### config.mk
export PLATFORM = sky130hd
export DESIGN_NAME = game_countdown_timer
export DESIGN_NICKNAME = d
export VERILOG_FILES = /design/src/rtl/game_timer_pkg.sv /design/src/rtl/bcd_mmss_adjust.sv /design/src/rtl/game_countdown_timer.sv
export SDC_FILE = /design/constraint.sdc
export NUM_CORES = 1
export LEC_CHECK = 0
export ABC_AREA = 0
export CORE_ASPECT_RATIO = 1.25
export CORE_MARGIN = 2
export CORE_UTILIZATION = 35
export CTS_BUF_LIST = sky130_fd_sc_hd__clkbuf_8 sky130_fd_sc_hd__clkbuf_16
export CTS_CLUSTER_SIZE = 28
export DETAILED_ROUTE_END_ITERATION = 8
export PLACE_DENSITY = 0.51
export SLEW_MARGIN = 15
export SYNTH_ARGS = -nofsm -noshare
export SYNTH_HDL_FRONTEND = slang
export SYNTH_SLANG_ARGS = --single-unit
### constraint.sdc
create_clock -name clk -period 15.9 [get_ports clk]
set_clock_uncertainty 0.1 [all_clocks]
set_input_delay 3.18 -clock clk [delete_from_list [all_inputs] [get_ports clk]]
set_output_delay 3.18 -clock clk [all_outputs]
set_load 0.01 [all_outputs]
### src/rtl/game_timer_pkg.sv
// rtl/game_timer_pkg.sv - shared types and constants for the game countdown timer
package game_timer_pkg;

    typedef enum logic [1:0] {
        ST_IDLE  = 2'd0,
        ST_RUN   = 2'd1,
        ST_PAUSE = 2'd2,
        ST_DONE  = 2'd3
    } state_e;

    typedef logic [3:0] bcd_t;

    // Largest displayable value, 99:59, in packed BCD
    localparam logic [7:0] MAX_MM = 8'h99;
    localparam logic [7:0] MAX_SS = 8'h59;

endpackage

### src/rtl/bcd_mmss_adjust.sv
// rtl/bcd_mmss_adjust.sv - combinational mm:ss BCD add/decrement with clamping at 00:00 and 99:59
module bcd_mmss_adjust
    import game_timer_pkg::*;
(
    input  bcd_t       d3_i,
    input  bcd_t       d2_i,
    input  bcd_t       d1_i,
    input  bcd_t       d0_i,
    input  logic       dec_i,
    input  logic [3:0] add_i,
    output bcd_t       q3_o,
    output bcd_t       q2_o,
    output bcd_t       q1_o,
    output bcd_t       q0_o,
    output logic       is_zero_o
);

    logic [6:0] mins;
    logic [6:0] mins_n;
    logic [6:0] secs_n;
    logic [7:0] secs_sum;
    logic [7:0] secs_t;
    logic       sat;

    // Work in binary minutes/seconds so add and decrement resolve in one pass,
    // then split back into BCD digits; 00:00 never wraps below zero
    always_comb begin
        mins     = 7'(d3_i) * 7'd10 + 7'(d2_i);
        secs_sum = 8'(d1_i) * 8'd10 + 8'(d0_i) + 8'(add_i);
        secs_t   = secs_sum;
        mins_n   = mins;
        secs_n   = 7'(secs_sum);
        sat      = 1'b0;
        if (dec_i && (secs_sum == 8'd0)) begin
            if (mins == 7'd0) begin
                mins_n = 7'd0;
                secs_n = 7'd0;
            end else begin
                mins_n = mins - 7'd1;
                secs_n = 7'd59;
            end
        end else begin
            secs_t = secs_sum - 8'(dec_i);
            if (secs_t >= 8'd60) begin
                if (mins >= 7'd99) begin
                    sat = 1'b1;
                end else begin
                    mins_n = mins + 7'd1;
                    secs_n = 7'(secs_t - 8'd60);
                end
            end else begin
                secs_n = 7'(secs_t);
            end
        end

        if (sat) begin
            q3_o = MAX_MM[7:4];
            q2_o = MAX_MM[3:0];
            q1_o = MAX_SS[7:4];
            q0_o = MAX_SS[3:0];
        end else begin
            q3_o = 4'(mins_n / 7'd10);
            q2_o = 4'(mins_n % 7'd10);
            q1_o = 4'(secs_n / 7'd10);
            q0_o = 4'(secs_n % 7'd10);
        end
        is_zero_o = !sat && (mins_n == 7'd0) && (secs_n == 7'd0);
    end

endmodule

### src/rtl/game_countdown_timer.sv
// rtl/game_countdown_timer.sv - BCD mm:ss round clock with start/pause/bonus; warn output under GAME_TIMER_WARN_EN
module game_countdown_timer
    import game_timer_pkg::*;
#(
    parameter int         TICK_DIV = 50_000_000,
    parameter logic [7:0] START_MM = 8'h02,
    parameter logic [7:0] START_SS = 8'h00,
    parameter int         BONUS_S  = 5
) (
    input  logic       clk,
    input  logic       resetn,
    input  logic       start,
    input  logic       pause,
    input  logic       bonus,
    output logic [3:0] digit3,
    output logic [3:0] digit2,
    output logic [3:0] digit1,
    output logic [3:0] digit0,
    output logic       running,
    output logic       expired
`ifdef GAME_TIMER_WARN_EN
    ,
    output logic       warn
`endif
);

    localparam int CW = (TICK_DIV > 2) ? $clog2(TICK_DIV) : 1;

    state_e        state_q, state_d;
    logic [CW-1:0] cnt_q, cnt_d;
    bcd_t          d3_q, d2_q, d1_q, d0_q;
    bcd_t          d3_d, d2_d, d1_d, d0_d;
    logic          running_q, running_d;
    logic          expired_q, expired_d;

    logic          active;
    logic          tick;
    bcd_t          a3, a2, a1, a0;
    logic          a_zero;

    // The divider only advances when a counting state will not be holding
    // after this edge, so K paused cycles shift the next tick by exactly K
    assign active = ((state_q == ST_RUN) || (state_q == ST_PAUSE)) && !pause;
    assign tick   = active && (cnt_q == CW'(TICK_DIV - 1));

    bcd_mmss_adjust u_adjust (
        .d3_i      (d3_q),
        .d2_i      (d2_q),
        .d1_i      (d1_q),
        .d0_i      (d0_q),
        .dec_i     (tick),
        .add_i     (bonus ? 4'(BONUS_S) : 4'd0),
        .q3_o      (a3),
        .q2_o      (a2),
        .q1_o      (a1),
        .q0_o      (a0),
        .is_zero_o (a_zero)
    );

    // Next-state, divider and digit update; start overrides everything
    always_comb begin
        state_d   = state_q;
        cnt_d     = cnt_q;
        d3_d      = d3_q;
        d2_d      = d2_q;
        d1_d      = d1_q;
        d0_d      = d0_q;
        expired_d = 1'b0;
        if (start) begin
            d3_d    = START_MM[7:4];
            d2_d    = START_MM[3:0];
            d1_d    = START_SS[7:4];
            d0_d    = START_SS[3:0];
            cnt_d   = '0;
            state_d = pause ? ST_PAUSE : ST_RUN;
        end else begin
            case (state_q)
                ST_RUN, ST_PAUSE: begin
                    if (active) begin
                        cnt_d = tick ? '0 : cnt_q + CW'(1);
                    end
                    state_d = pause ? ST_PAUSE : ST_RUN;
                    if (tick || bonus) begin
                        d3_d = a3;
                        d2_d = a2;
                        d1_d = a1;
                        d0_d = a0;
                        if (a_zero) begin
                            state_d   = ST_DONE;
                            expired_d = 1'b1;
                        end
                    end
                end
                default: ;
            endcase
        end
        running_d = (state_d == ST_RUN);
    end

    // State, divider and registered outputs
    always_ff @(posedge clk or negedge resetn) begin
        if (!resetn) begin
            state_q   <= ST_IDLE;
            cnt_q     <= '0;
            d3_q      <= START_MM[7:4];
            d2_q      <= START_MM[3:0];
            d1_q      <= START_SS[7:4];
            d0_q      <= START_SS[3:0];
            running_q <= 1'b0;
            expired_q <= 1'b0;
        end else begin
            state_q   <= state_d;
            cnt_q     <= cnt_d;
            d3_q      <= d3_d;
            d2_q      <= d2_d;
            d1_q      <= d1_d;
            d0_q      <= d0_d;
            running_q <= running_d;
            expired_q <= expired_d;
        end
    end

    assign digit3  = d3_q;
    assign digit2  = d2_q;
    assign digit1  = d1_q;
    assign digit0  = d0_q;
    assign running = running_q;
    assign expired = expired_q;

`ifdef GAME_TIMER_WARN_EN
    logic warn_q;
    logic warn_d;

    // Last ten seconds of an active round: 00:00..00:10
    always_comb begin
        warn_d = ((state_d == ST_RUN) || (state_d == ST_PAUSE)) &&
                 (d3_d == 4'd0) && (d2_d == 4'd0) &&
                 ((d1_d == 4'd0) || ((d1_d == 4'd1) && (d0_d == 4'd0)));
    end

    // Registered warning flag
    always_ff @(posedge clk or negedge resetn) begin
        if (!resetn) begin
            warn_q <= 1'b0;
        end else begin
            warn_q <= warn_d;
        end
    end

    assign warn = warn_q;
`endif

endmodule
# Word level (Yosys, flattened, before mapping)

Index checks and enable logic that the tools add are counted.

Input bits: 5
Bits in registers: 46
Output and inout port bits: 18
Word-level logic and storage cells: 88

Order comparisons: 2
Multipliers: 2
Div/mod/pow operators: 4
Muxes and demuxes: 41
Eq/ne operators: 4
Reductions and logical operators: 19
Add/sub/neg operators: 8

Operators by type and width:

| kind                    | count |
|---|---|
| $mux W26                | 4 |
| $mux W4                 | 16 |
| $mux W7                 | 7 |
| $add A26 B1 Y26 const B | 1 |
| $eq A26 B26 Y1 const B  | 1 |
| $logic_not A7 Y1        | 3 |
| $div A7 B4 Y7 const B   | 2 |
| $mod A7 B4 Y7 const B   | 2 |
| $mux W2                 | 5 |
| $add A8 B3 Y8           | 1 |
| $add A8 B4 Y8           | 1 |
| $ge A8 B6 Y1 const B    | 1 |
| $logic_not A8 Y1        | 1 |
| $sub A8 B1 Y8           | 1 |
| $add A7 B1 Y7 const B   | 1 |
| $add A7 B4 Y7           | 1 |
| $ge A7 B7 Y1 const B    | 1 |
| $mul A4 B3 Y7 const B   | 1 |
| $mux W1                 | 7 |
| $sub A7 B1 Y7 const B   | 1 |
| $sub A7 B6 Y7 const B   | 1 |
| $mul A4 B3 Y6 const B   | 1 |
| $mux W6                 | 1 |
| $reduce_bool A2 Y1      | 3 |
| other kinds (8)         | 16 |

# Longest topological paths before layout

Depth after elaboration: 16
Gate-level depth with buffers: 27
Gate-level depth less buffers: 25

# Modules after synthesis

From an unflattened synthesis, not the netlist that was laid out.

Cell total of the unflattened synthesis: 623
Area total of the unflattened synthesis: 5021.1 um2

By module, submodules not included:

| module               | sequential area each (um2) | instances | cells an instance | area each (um2) |
|---|---|---|---|---|
| bcd_mmss_adjust      | 0.0                        | 1         | 362               | 2556.2 |
| game_countdown_timer | 1152.4                     | 1         | 261               | 2464.9 |

# Least setup slack after synthesis

Ideal clock, no wire load.

Path type: input-to-reg
Start: in pause
End: reg d0_q[1] (netlist: digit0[1])
Data required time: 15.679 ns
Arrival time: 8.267 ns
Slack: 7.412 ns
Stages on the path: 25
Path buffers: 2
Library setup time: 0.121 ns
Path through: or4_1 > nor3_1 > ha_1 > ha_1 > clkbuf_1 > xor2_1 > ha_1 > inv_1 > o32ai_4 > and4b_1 > buf_6 > o21ai_0 > nand3_2 > or2_2 > nor2_1 > a32oi_1 > a21oi_1 > nor2_1 > ha_1 > o31ai_1 > and3_1 > mux2i_1 > a221o_1 > xor2_1 > a22o_1

Longest elaborated chain between the ends: 13
Elaborated cells between the ends (all ways): 20
Those cells by class: 2 x add/sub; 1 x div; 1 x order compare; 9 x mux; 7 x reduce/logical

Ends and longest elaborated chain:

| element                 | line                        | source |
|---|---|---|
| start, declared         | game_countdown_timer.sv:13  | `input logic pause,` |
| $logic_not A1 Y1 (*)    | game_countdown_timer.sv:43  | `assign active = ((state_q == ST_RUN) \|\| (state_q == ST_PAUSE)) && !pause;` |
| $logic_and A1 B1 Y1 (*) | game_countdown_timer.sv:43  |  |
| $logic_and A1 B1 Y1 (*) | game_countdown_timer.sv:44  | `assign tick = active && (cnt_q == CW'(TICK_DIV - 1));` |
| $sub A8 B1 Y8           | bcd_mmss_adjust.sv:43       | `secs_t = secs_sum - 8'(dec_i);` |
| $sub A7 B6 Y7           | bcd_mmss_adjust.sv:49       | `secs_n = 7'(secs_t - 8'd60);` |
| $mux W7                 | bcd_mmss_adjust.sv:45       | `if (mins >= 7'd99) begin` |
| $mux W7                 | bcd_mmss_adjust.sv:44       | `if (secs_t >= 8'd60) begin` |
| $mux W7                 | bcd_mmss_adjust.sv:34       | `if (dec_i && (secs_sum == 8'd0)) begin` |
| $mod A7 B4 Y7           | bcd_mmss_adjust.sv:65       | `q0_o = 4'(secs_n % 7'd10);` |
| $mux W4                 | bcd_mmss_adjust.sv:56       | `if (sat) begin` |
| $mux W4                 | game_countdown_timer.sv:83  | `if (tick \|\| bonus) begin` |
| $mux W4                 | game_countdown_timer.sv:77  | `case (state_q)` |
| $mux W4                 | game_countdown_timer.sv:69  | `if (start) begin` |
| end signal, assigned    | game_countdown_timer.sv:108 | `d0_q <= START_SS[3:0];` |
| end, declared           | game_countdown_timer.sv:31  | `bcd_t d3_q, d2_q, d1_q, d0_q;` |

Mark *: on every way between the ends. The rest lies on a longest branch, timed or not. The select of a mux whose other input is x is not followed.
A chain may end at the register's enable or synchronous reset.

# Final worst setup path

Ends and elaborated chain as after synthesis.

==> metrics <==
status=completed; post-synth top area share=23.56%; endpoints failing setup=0; root buf cell=clkbuf_16; I/O pin count=23; final HPWL from detailed placement=10620 µm; die area=14610 µm²; Fmax=0.1046 GHz; clk_lat worst skew=0.29 ns; area overhead of the layout relative to synthesis=11.34%; crit path max fanout=9; most frequent CP cell=ha_1; register bit total from synthesis=46; VDD IR max=0.06689 mV; synthesized area=4780 µm²; GRT Residual Overflow=0; Max Cap Viol=0; clock sinks=46; final WL=13630 µm; Antenna Diode Count=0; Total GRT Usage=18.93%; DRC=0; CTS buffer count=5; CP top delay family=simple AND/OR/NAND/NOR gates; clk slew on worst S/H paths=0.06 ns; Syn Inst Count=593; Die Y=134.7 µm; die width=108.5 µm; Post-synth EDFFs=0; Via-to-Cell Ratio=5.884; DP Worst Slack=6.163 ns; Cell Area, Placed=5120 µm²; CTS hold repair buffers=0; FP Rows=47; register area=1152 µm²; RD Place Congestion=0.9442; Total Power=0.6300 mW; post-route ant nets=0; first-pass detailed-route iteration total=5; worst r2r dst=digit0[1]; Syn. warnings=0; post-synthesis cell type count=92; R2R Path Start=cnt_q[0]; worst min path class=flop to flop; share of layout cells above drive strength 1=9.076%; hold_sp=cnt_q[24]; Async SR Flop Fraction=100.0%; Critical Path Sink Type=flop; Placeable Area=13290 µm²; CP required=15.98 ns; Final WS setup=6.342 ns; synth top area cells=dfrtp_1 (24%), ha_1 (6.8%), nor2_1 (5.8%), a21oi_1 (4.3%), nand2_1 (3.7%); most common flop cell mapped by yosys=dfrtp_1; worst path bufs/invs=1; vias in the first global route=4525; mean post-synth cell area=8.060 µm²; fin crit share=60.12%; Synth area leader=dfrtp_1; Comb pwr share=56.5%; initial DRC count=289; largest net degree at the start of global routing=47; input/output buffers=22; P_sw=0.2755 mW; initial antenna violation count=0; P_int=0.3545 mW; CP max-delay cell=or4_1; CP startpoint kind=input port; CP Class=input port to flop; sequential element share of the synthesized area=24.11%; final core utilization=40.04%; routed length per instance=17.54 µm; hold path depth=1; Post CTS Setup Buffer Count=0; worst-margin pin slew=0.8795 ns; Pwr Density=118.4 nW/µm²; first-pass GRT wire length=22390 µm; H-tree depth=2; Synthesized Nets=629; WHS Endpoint=cnt_q[24]; critical path startpoint=pause; clock network fraction of total power=22.2%; via count=4572; Final Net Count=641; Sw Ratio=43.73%; Final TNS setup=0 ns; Arr. time, crit path=9.64 ns; Post-CTS Resized=0; reg2reg path depth=24; Fillers=1407; slowest stage delay, CP=0.66 ns; max_slew headroom=41.37%; RSZ-0062 raised after global routing=false; CP cell instances=clkdlybuf4s50_1, or4_1, nor3_1, ha_1, ha_1, nor2b_1, nand2_1, o21ai_1, nand3_1, nor3_1, a211oi_2, a211oi_1, xnor2_1, a22oi_1, nor2_1, nor2_1, ha_1, o31ai_1, and3_1, mux2i_1, a221o_1, xor2_1, a22o_1; Slew Viols, Final=0; minimum clock period=9.558 ns; Final Cell Area=5321 µm²; Flop pwr share=21.3%; Lkg Pwr=2.175 nW; r2r setup slk=9.18 ns; CTS tree=done; Clock Path Buffers=2; Initial Util=35.96%; multi-input logic area=3448 µm²; final hold vios=0
## cells in the mapped netlist (3+ instances only)
library cell  instances
o21ai_1               4
o22a_1                3
a31oi_1               8
and4_1                3
a22o_1                6
nand4_1              13
a32o_1                4
nor2b_1               4
o211ai_1              4
a21o_1                7
nand3_1              29
nor2_1               74
buf_6                 3
or3_1                 7
and2_1                5
inv_1                20
buf_2                 5
xor2_1               18
o21a_1                3
fa_1                  5
a211oi_1              4
nand2b_1              4
a21oi_1              41
clkbuf_1             10
and3_1                7
nor4_1                8
nor3_1               29
xnor2_1              16
nor3b_1               3
nand2_1              47
o2111ai_1             4
mux2_2                3
dfrtp_1              45
o21ai_0              32
mux2i_1               7
ha_1                 26
o22ai_1               7
o31ai_1               5
or2_2                 7
## routing by layer
layer | track usage [%] | share of wire, % | up-vias
met5 | 0 | 0 | -
met4 | 5.484 | 2.3 | 0
met3 | 2.027 | 3.4 | 21
met2 | 34.06 | 51 | 102
met1 | 23.61 | 43 | 2210
li1 | - | - | 2239
## how the worst max path moves through the flow
stage	end	slack, ns	depth (start not counted)
finish	digit0[1]	6.34	23
global route	digit0[1]	5.85	24
floorplan	digit0[1]	7.41	25
CTS	digit0[1]	6.44	24
detailed placement	digit0[1]	6.16	24
global placement	digit0[1]	6.25	24
## cells by family (layout without fill, tap and decap cells)
family | after synthesis | after routing | share of synthesized area [%]
adders and majority gates | 33 | 33 | 9.346
and+or+nand+nor | 263 | 263 | 28.53
buffers and inverters | 39 | 52 | 3.743
muxes | 11 | 11 | 2.461
xor gates and xnor gates | 35 | 35 | 6.571
DFF | 46 | 46 | 24.11
AOI/OAI and AO/OA | 166 | 166 | 25.24
## layout make-up
cell class | count | area share [%]
Clock buffer | 6 | 2.610
Clock inverter | 2 | 1.129
Inverter | 20 | 1.411
Multi-Input combinational cell | 508 | 64.80
Sequential cell | 46 | 21.66
Tap cell | 171 | 4.021
Timing Repair Buffer | 24 | 4.373
## metrics by stage
| stage | cells | hold WS [ns] |
|---|---|---|
| floorplan | 593 | 0.3729 |
| global placement | 769 | 0.4107 |
| detailed placement | 769 | 0.4093 |
| CTS | 777 | 0.4213 |
| global route | 777 | 0.4659 |
| finish | 777 | 0.4187 |
## state kept, by name, indices dropped and copies added, names as in the netlist
signal,cells
digit0,4
running,1
state_q,2
digit1,4
digit3,4
expired,1
digit2,4
cnt_q,26
## cells in the final DEF (no fill, tap or decap), drive strengths merged, types with 4 or more instances in the layout
| cell type | netlist | routed |
|---|---|---|
| nor2 | 76 | 76 |
| nand2 | 49 | 49 |
| dfrtp | 45 | 45 |
| a21oi | 43 | 43 |
| o21ai | 37 | 37 |
| nand3 | 30 | 30 |
| nor3 | 30 | 30 |
| ha | 26 | 26 |
| clkdlybuf4s50 | 0 | 21 |
| inv | 20 | 20 |
| xor2 | 18 | 18 |
| xnor2 | 17 | 17 |
| nand4 | 14 | 14 |
| nor4 | 10 | 10 |
| or2 | 10 | 10 |
| a31oi | 8 | 8 |
| or3 | 8 | 8 |
| o22ai | 8 | 8 |
| mux2i | 8 | 8 |
| a21o | 7 | 7 |
| and3 | 7 | 7 |
| a211oi | 7 | 7 |
| a22o | 6 | 6 |
| and2 | 6 | 6 |
| clkbuf | 10 | 6 |
| o31ai | 5 | 5 |
| fa | 5 | 5 |
| nand2b | 4 | 4 |
| nor2b | 4 | 4 |
| o211ai | 4 | 4 |
| o2111ai | 4 | 4 |
| a32o | 4 | 4 |
| and4 | 4 | 4 |
| a311oi | 4 | 4 |
## power by group through the flow
| stage | combinational, mW | clock [mW] | sequential, mW |
|---|---|---|---|
| floorplan | 0.266 | 0 | 0.137 |
| global placement | 0.348 | 0 | 0.137 |
| detailed placement | 0.349 | 0 | 0.137 |
| CTS | 0.352 | 0.144 | 0.134 |
| global route | 0.390 | 0.147 | 0.136 |
| finish | 0.356 | 0.140 | 0.134 |
(Power assumes the default switching activity.)
